--- src/rtl/fb_fill_dma.sv ---
// fb_fill_dma: bus-master fill engine for the shared framebuffer RAM.
// The CPU programs destination, word count, pattern and step, then sets start.
// The engine requests the bus with hold. Once busy grants it, the engine writes
// one word per granted clock. Grants are capped at BURST words and separated by
// GAP idle cycles so the CPU keeps making progress. A done pulse marks the end
// of each job, whether it completed or was aborted.
module fb_fill_dma #(
    parameter int ADDR_W = 15,
    parameter int DATA_W = 16,
    parameter int BURST  = 32,
    parameter int GAP    = 8
) (
    input  logic              clk,
    input  logic              reset,
    input  logic              reg_we,
    input  logic [1:0]        reg_addr,
    input  logic [DATA_W-1:0] reg_wdata,
    output logic [DATA_W-1:0] status,
    output logic              hold,
    input  logic              busy,
    output logic [ADDR_W-1:0] mem_addr,
    output logic [DATA_W-1:0] mem_wdata,
    output logic              mem_we,
    output logic              done
);

    typedef enum logic [2:0] {
        S_IDLE,
        S_REQ,
        S_WRITE,
        S_RELEASE,
        S_GAP
    } state_t;

    // Terminal values for the burst and gap counters. When GAP is 0, the GAP
    // state is never entered, so the wrapped value of GAP_LAST is never used.
    localparam logic [15:0] BURST_LAST = 16'(BURST - 1);
    localparam logic [15:0] GAP_LAST   = 16'(GAP - 1);

    state_t            state;
    logic [ADDR_W-1:0] dst;
    logic [ADDR_W-1:0] count;
    logic [DATA_W-1:0] pattern;
    logic [7:0]        step;
    logic              inc;
    logic [15:0]       burst_cnt;
    logic [15:0]       gap_cnt;
    logic              abort;

    // A CTRL write with start clear cancels a running job.
    assign abort = reg_we && (reg_addr == 2'd3) && !reg_wdata[0];

    // Write strobe follows busy directly, so a dropped grant stops writes in
    // the same cycle.
    assign mem_we    = (state == S_WRITE) && busy;
    assign mem_addr  = dst;
    assign mem_wdata = pattern;
    assign status    = {state != S_IDLE, count};

    // Job sequencer. Holds the programming registers and drives the registered
    // outputs hold and done.
    always_ff @(posedge clk) begin
        if (!reset) begin
            state     <= S_IDLE;
            dst       <= '0;
            count     <= '0;
            pattern   <= '0;
            step      <= '0;
            inc       <= 1'b0;
            burst_cnt <= '0;
            gap_cnt   <= '0;
            hold      <= 1'b0;
            done      <= 1'b0;
        end else begin
            done <= 1'b0;
            case (state)
                S_IDLE: begin
                    if (reg_we) begin
                        case (reg_addr)
                            2'd0: dst     <= reg_wdata[ADDR_W-1:0];
                            2'd1: count   <= reg_wdata[ADDR_W-1:0];
                            2'd2: pattern <= reg_wdata;
                            default: begin
                                inc  <= reg_wdata[1];
                                step <= reg_wdata[15:8];
                                if (reg_wdata[0]) begin
                                    // An empty job completes immediately and
                                    // never touches the bus.
                                    if (count != '0) begin
                                        state     <= S_REQ;
                                        hold      <= 1'b1;
                                        burst_cnt <= '0;
                                    end else begin
                                        done <= 1'b1;
                                    end
                                end
                            end
                        endcase
                    end
                end

                S_REQ: begin
                    if (abort) begin
                        count <= '0;
                        state <= S_RELEASE;
                        hold  <= 1'b0;
                    end else if (busy) begin
                        state <= S_WRITE;
                    end
                end

                S_WRITE: begin
                    // A word granted in the abort cycle still completes.
                    if (busy) begin
                        dst       <= dst + ADDR_W'(step);
                        count     <= count - ADDR_W'(1);
                        pattern   <= pattern + DATA_W'(inc);
                        burst_cnt <= burst_cnt + 16'd1;
                    end
                    if (abort) begin
                        count <= '0;
                        state <= S_RELEASE;
                        hold  <= 1'b0;
                    end else if (busy && (count == ADDR_W'(1) || burst_cnt == BURST_LAST)) begin
                        state <= S_RELEASE;
                        hold  <= 1'b0;
                    end
                end

                S_RELEASE: begin
                    // Wait until the CPU has actually taken the bus back.
                    if (!busy) begin
                        if (count == '0) begin
                            done  <= 1'b1;
                            state <= S_IDLE;
                        end else begin
                            burst_cnt <= '0;
                            gap_cnt   <= '0;
                            if (GAP == 0) begin
                                state <= S_REQ;
                                hold  <= 1'b1;
                            end else begin
                                state <= S_GAP;
                            end
                        end
                    end
                end

                S_GAP: begin
                    if (abort) begin
                        count <= '0;
                        state <= S_RELEASE;
                    end else if (gap_cnt == GAP_LAST) begin
                        state <= S_REQ;
                        hold  <= 1'b1;
                    end else begin
                        gap_cnt <= gap_cnt + 16'd1;
                    end
                end

                default: begin
                    state <= S_IDLE;
                    hold  <= 1'b0;
                end
            endcase
        end
    end

endmodule

--- config.mk ---
export PLATFORM = sky130hd
export DESIGN_NAME = fb_fill_dma
export DESIGN_NICKNAME = d
export VERILOG_FILES = /design/src/rtl/fb_fill_dma.sv
export SDC_FILE = /design/constraint.sdc
export NUM_CORES = 1
export LEC_CHECK = 0
export ABC_CLOCK_PERIOD_IN_PS = 2600
export BUFFER_PORTS_ARGS = -buffer_cell sky130_fd_sc_hd__buf_2
export CORE_UTILIZATION = 58
export DETAILED_ROUTE_END_ITERATION = 16
export PLACE_DENSITY_LB_ADDON = 0.15
export SYNTH_ARGS = -nofsm -noshare
export SYNTH_HDL_FRONTEND = slang
export SYNTH_SLANG_ARGS = --single-unit
--- constraint.sdc ---
create_clock -name clk -period 2.6 [get_ports clk]
set_clock_uncertainty 0.1 [all_clocks]
set_input_delay 0.52 -clock clk [delete_from_list [all_inputs] [get_ports clk]]
set_output_delay 0.52 -clock clk [all_outputs]
set_load 0.005 [all_outputs]
# ---- Word level (Yosys, flattened, before mapping)
# Cells that the tools add are included.
dict set report op_classes {
  n_addsub 5
  eq_ne 29
  muxes 55
  bitwise_logic 2
  n_reduce_logical 25
}
# operator count
set op_table {}
lappend op_table {{16-bit two-way mux} 12}
lappend op_table {{15-bit two-way mux} 8}
lappend op_table {{16-bit case mux with 2 select lines} 2}
lappend op_table {{16-bit case mux with 3 select lines} 1}
lappend op_table {{15-bit case mux with 3 select lines} 1}
lappend op_table {{3-bit two-way mux} 12}
lappend op_table {{16-bit by 1-bit adder with 16-bit output, second input constant} 2}
lappend op_table {{15-bit case mux with 2 select lines} 1}
lappend op_table {{2-bit inequality test, second input constant} 11}
lappend op_table {{16-bit by 1-bit adder with 16-bit output} 1}
lappend op_table {{16-bit by 3-bit == test with 1-bit output, second input constant} 1}
lappend op_table {{16-bit by 5-bit == test with 1-bit output, second input constant} 1}
lappend op_table {{8-bit AND reduction} 2}
lappend op_table {{15-bit by 8-bit adder with 15-bit output} 1}
lappend op_table {{15-bit by 1-bit == test with 1-bit output, second input constant} 1}
lappend op_table {{15-bit logical NOT} 1}
lappend op_table {{1-bit two-way mux} 15}
lappend op_table {{3-bit case mux with 5 select lines} 1}
lappend op_table {{15-bit nonzero test} 1}
lappend op_table {{15-bit by 1-bit subtractor with 15-bit output, second input constant} 1}
lappend op_table {{5-bit AND reduction} 2}
lappend op_table {{3-bit inequality test, second input constant} 3}
lappend op_table {{9-bit AND reduction} 1}
lappend op_table {{3-bit nonzero test} 3}
lappend op_table {{other kinds (20)} 31}
dict set report totals {
  reg_bits 92
  inputBits 22
  out_inout_bits 50
}

# ---- Longest topological paths before layout
dict set report depth {
  depth_word 6
  depth_mapped 9
}

# ---- Worst setup path before layout
# Ideal clock, no wire load.
dict set report synth_timing {
  path_kind {register to register}
  start {reg dst[0], in the netlist mem_addr[0]}
  end {reg dst[10], in the netlist mem_addr[10]}
  arrival_time_ps 2062
  required_ps 2381
  path_slack_ps 319
  stages_incl_launch_ff 9
  path_cell_list {dfxtp_1 ha_1 inv_1 fa_1 nor2b_1 o2111ai_1 a31oi_1 a31oi_1 o221a_2}
}
dict set report synth_via {
  elab_chain_len 3
}
# element line_no
set synth_rtl {}
lappend synth_rtl {{start: declaration} 41} ;# logic [ADDR_W-1:0] dst;
lappend synth_rtl {{start signal: assignment} 80} ;# 2'd0: dst <= reg_wdata[ADDR_W-1:0];
lappend synth_rtl {{start signal: assignment} 115} ;# dst <= dst + ADDR_W'(step);
lappend synth_rtl {{15-bit by 8-bit adder with 15-bit output} 115}
lappend synth_rtl {{15-bit two-way mux} 114} ;# if (busy) begin
lappend synth_rtl {{15-bit case mux with 2 select lines} 76} ;# case (state)
# Every way passes these cells. The select of a mux whose other input is x is not followed.
# A chain may end at the register's enable or synchronous reset.

# ---- Worst setup path after layout
dict set report layout_timing {
  start {reg state[1]}
  end {out mem_we}
}
dict set report layout_via {
  elab_chain_len 2
}
# element line_no
set layout_rtl {}
lappend layout_rtl {{start: declaration} 40} ;# state_t state;
lappend layout_rtl {{start signal: assignment} 64} ;# state <= S_IDLE;
lappend layout_rtl {{start signal: assignment} 90} ;# state <= S_REQ;
lappend layout_rtl {{start signal: assignment} 105} ;# state <= S_RELEASE;
lappend layout_rtl {{3-bit by 2-bit == test with 1-bit output} 55} ;# assign mem_we = (state == S_WRITE) && busy;
lappend layout_rtl {{1-bit logical AND} 55}
lappend layout_rtl {{end: declaration} 23} ;# output logic mem_we,
# Every way passes these cells.

==> results.yml <==
status:
  status: "complete, no violations"
die:
  die_height_um: 99.1
  core_um2: 9200
  top_level_ports: 72
  core.rowCount: 35
  die_area_um2: 9820
  floorplan.initialDensity_pct: 59.4
  die_x_um: 99.1
critical_path:
  worst_path_dominant_cell_family: "buffers and inverters"
  crit_chain: "buf_4 > and2_1 > nand2_1 > inv_1 > buf_2"
  start_kind: "flop"
  worstPathArrival_ps: 1850
  crit_path_end_kind: "output pin"
  cp_slowest_cell: "sky130_fd_sc_hd__dfxtp_1"
  timing.setup.critical_path_class: "reg2out"
  crit_path_max_incr_delay_ps: 500
  critical_path_required_ps: 1980
  critical_path_buf_inv_count: 3
  cp_max_fo: 14
  worst-r2r-setup-slack_ps: 140
drt:
  ant_nets: 0
  wl_met1_mm: 6.68
  total_met3_wirelength_after_detailed_routing_um: 923
  totalWireLength_mm: 15.5
  drc_errors: 0
  wl_per_cell_um: 17.4
  drtIter0Drc: 399
  post_drt_via_cell_ratio: 6.32
  vias: 5623
  detail_route.first_pass.iterations: 5
  route.top_layer_used: "met4"
  met2WireLength_mm: 7.29
yosys:
  async_reset_ff_share_pct: 0
  yosys_warnings: 0
  average_cell_area_after_synthesis_um2: 7.79
  syn-cell-area_um2: 5470
  synth_cell_types: 72
  synth_nets: 739
  synthesis.instances: 702
  number_of_synthesized_flops_with_an_enable_pin: 0
  synth_seq_area_share_pct: 33.7
  synthFlopType: "sky130_fd_sc_hd__dfxtp_1"
  number_of_synthesized_register_bits: 92
power_and_ir_drop:
  power.share.sequential_pct: 38.1
  worst_ir_drop_vdd_mv: 0.335
  comb_power_share_pct: 37.3
  clock_share_of_power_pct: 24.6
  power.net_switching_mw: 1.66
  internal-power_mw: 2.73
  power_leakage_nw: 2.44
  pwr_density_cell_nw_per_um2: 701
  switching_power_as_a_share_of_total_power_pct: 37.9
timing:
  unrepaired_setup_endpoints_after_global_routing: "true"
  portion_of_the_clock_cycle_consumed_by_the_worst_path_in_the_final_layout_pct: 95.1
  report.final.hold_viol_count: 0
  achievable-frequency_mhz: 405
  report.final.setup_viol: 0
  worst_pin_slew_ps: 698
  slew_headroom_pct: 53.2
  layout_min_cycle_time_ps: 2470
  final-max-slew-violation-count: 0
cts:
  tritoncts: "built"
  clk_path_buf_depth: 2
  tritoncts_buffer_count: 9
  root_buffer: "sky130_fd_sc_hd__clkbuf_8"
  numClockSinks: 92
  ctsHoldBuffers: 0
  insertion_delay_ps: 360
  cts_htree_levels: 3
  cts.reportedPaths.clkPinSlew_ps: 90
layout:
  post_route_cells_drive_above_1_share_pct: 18.0
  final_net_count: 812
  final_instance_count_without_filler_cells: 890
  mostFrequentLayoutCell: "sky130_fd_sc_hd__nor2_1"
  area_delta_synth_final_pct: 14.4
  layout_common_cells: "sky130_fd_sc_hd__nor2_1 (91), sky130_fd_sc_hd__dfxtp_1 (90), sky130_fd_sc_hd__buf_2 (71)"
  num_antenna_cells: 0
  end_of_flow_core_utilization_pct: 68.0
global_routing:
  global_route_wire_length_before_repair_mm: 24.8
  pin_count_of_the_biggest_net_entering_global_routing: 36
  antenna_found_initial: 0
  gr-usage-all-layers_pct: 31.7
  grt_pass1_vias: 4999
  grt_overflow: 0
place:
  io_buffers: 71
  hpwlAfterDp_mm: 11.2
  place.gp.congestion: 0.918
  dp_cells: 874
flow_run:
  max_capacitance_violation_count: 0
hold_path:
  worst_hold_path_type: "in2reg"
==> area by class of cell <==
type / count / area (µm²)
fillers: 772 / 2940
clock buffers: 10 / 138
flip-flops and latches: 92 / 1840
inverters: 19 / 71.3
multi-input cells: 550 / 3370
clock inverters: 5 / 85.1
repair buffers: 103 / 608
well taps: 111 / 139
==> power by group through the flow <==
stage                     Clock (mW)  Sequential [mW]  Combinational [mW]
final                           1.08             1.67                1.63
after global routing            1.17             1.69                1.78
after CTS                       1.10             1.67                1.60
after detailed placement           0             1.70                1.59
after global placement             0             1.69                1.56
after floorplan                    0             1.67                1.08
==> cells by family after synthesis <==
family | count (synthesis) | synth area share, %
and+or+nand+nor | 289 | 26.6
muxes | 14 | 2.59
xor gates and xnor gates | 26 | 4.17
buffers and inverters | 60 | 4.78
AOI/OAI and AO/OA | 205 | 24.4
DFF | 92 | 33.7
adders and majority gates | 16 | 3.75
==> worst min-delay path, cell delays in order <==
cell and delay (ps):
sky130_fd_sc_hd__buf_2 110, sky130_fd_sc_hd__mux2i_1 70, sky130_fd_sc_hd__nor2_1 70
==> repair_timing <==
action                                  CTS  global route
buffers inserted                          0             1
endpoints found under the setup margin    0            23
gates resized for setup                   0             4
==> worst paths after layout <==
path / to / cells after the start / start
setup / recovery: mem_we / 5 / state[1]$_SDFFE_PN0P_
hold / removal: step[7]$_SDFFE_PN0P_ / 3 / reg_wdata[15]
setup reg to reg: gap_cnt[4]$_SDFFE_PN0P_ / 7 / gap_cnt[0]$_SDFFE_PN0P_
hold reg to reg: gap_cnt[15]$_SDFFE_PN0P_ / 2 / gap_cnt[15]$_SDFFE_PN0P_
==> Yosys cell counts, drive strengths merged (3+ instances only) <==
cell | number | area, µm²
nand3 | 31 | 168
o32a | 3 | 30.0
nand2 | 65 | 246
nor4b | 3 | 26.3
and4 | 4 | 35.0
o31ai | 7 | 52.6
nor3 | 20 | 121
a211oi | 14 | 110
nor3b | 4 | 30.0
o21ai | 49 | 257
o221a | 3 | 33.8
nor4 | 21 | 144
a31oi | 8 | 50.1
o21a | 8 | 60.1
o31a | 3 | 26.3
nor2 | 92 | 348
o211ai | 9 | 67.6
nand4 | 9 | 56.3
dfxtp | 92 | 1840
inv | 19 | 71.3
a21oi | 56 | 280
or3 | 3 | 18.8
clkbuf | 25 | 93.8
mux2i | 13 | 130
xor2 | 3 | 26.3
a2111oi | 6 | 52.6
xnor2 | 23 | 201
ha | 14 | 175
a22oi | 9 | 67.6
a21o | 4 | 30.0
a311oi | 4 | 35.0
a32o | 4 | 40.0
nand2b | 3 | 18.8
and3 | 13 | 81.3
buf | 16 | 96.3
nand3b | 4 | 30.0
and2 | 6 | 37.5
o22ai | 4 | 25.0
==> sequential cells by signal, indices dropped and copies added, names as in the netlist <==
name,count
mem_wdata,16
burst_cnt,16
gap_cnt,16
state,3
inc,1
mem_addr,15
step,8
count,15
hold,1
done,1
==> layer usage <==
metal	vias to the layer above	GRT usage, %
met3	37	3.19
met1	2618	41.5
met2	238	52.2
met4	0	15.6
li1	2730	-
met5	-	0
==> per-stage QoR <==
step	power, mW	instance area (µm²)	hold slack (ps)	TNS, ps	setup WS [ps]
after floorplan	2.76	5470	349	0	319
final	4.39	6250	344	0	128
after detailed placement	3.29	6000	383	0	78.5
after global placement	3.25	6000	362	0	146
after global routing	4.63	6250	343	-82.5	-35.2
after CTS	4.36	6230	328	0	47.3
No activity file was read; power rests on OpenSTA's default activity.
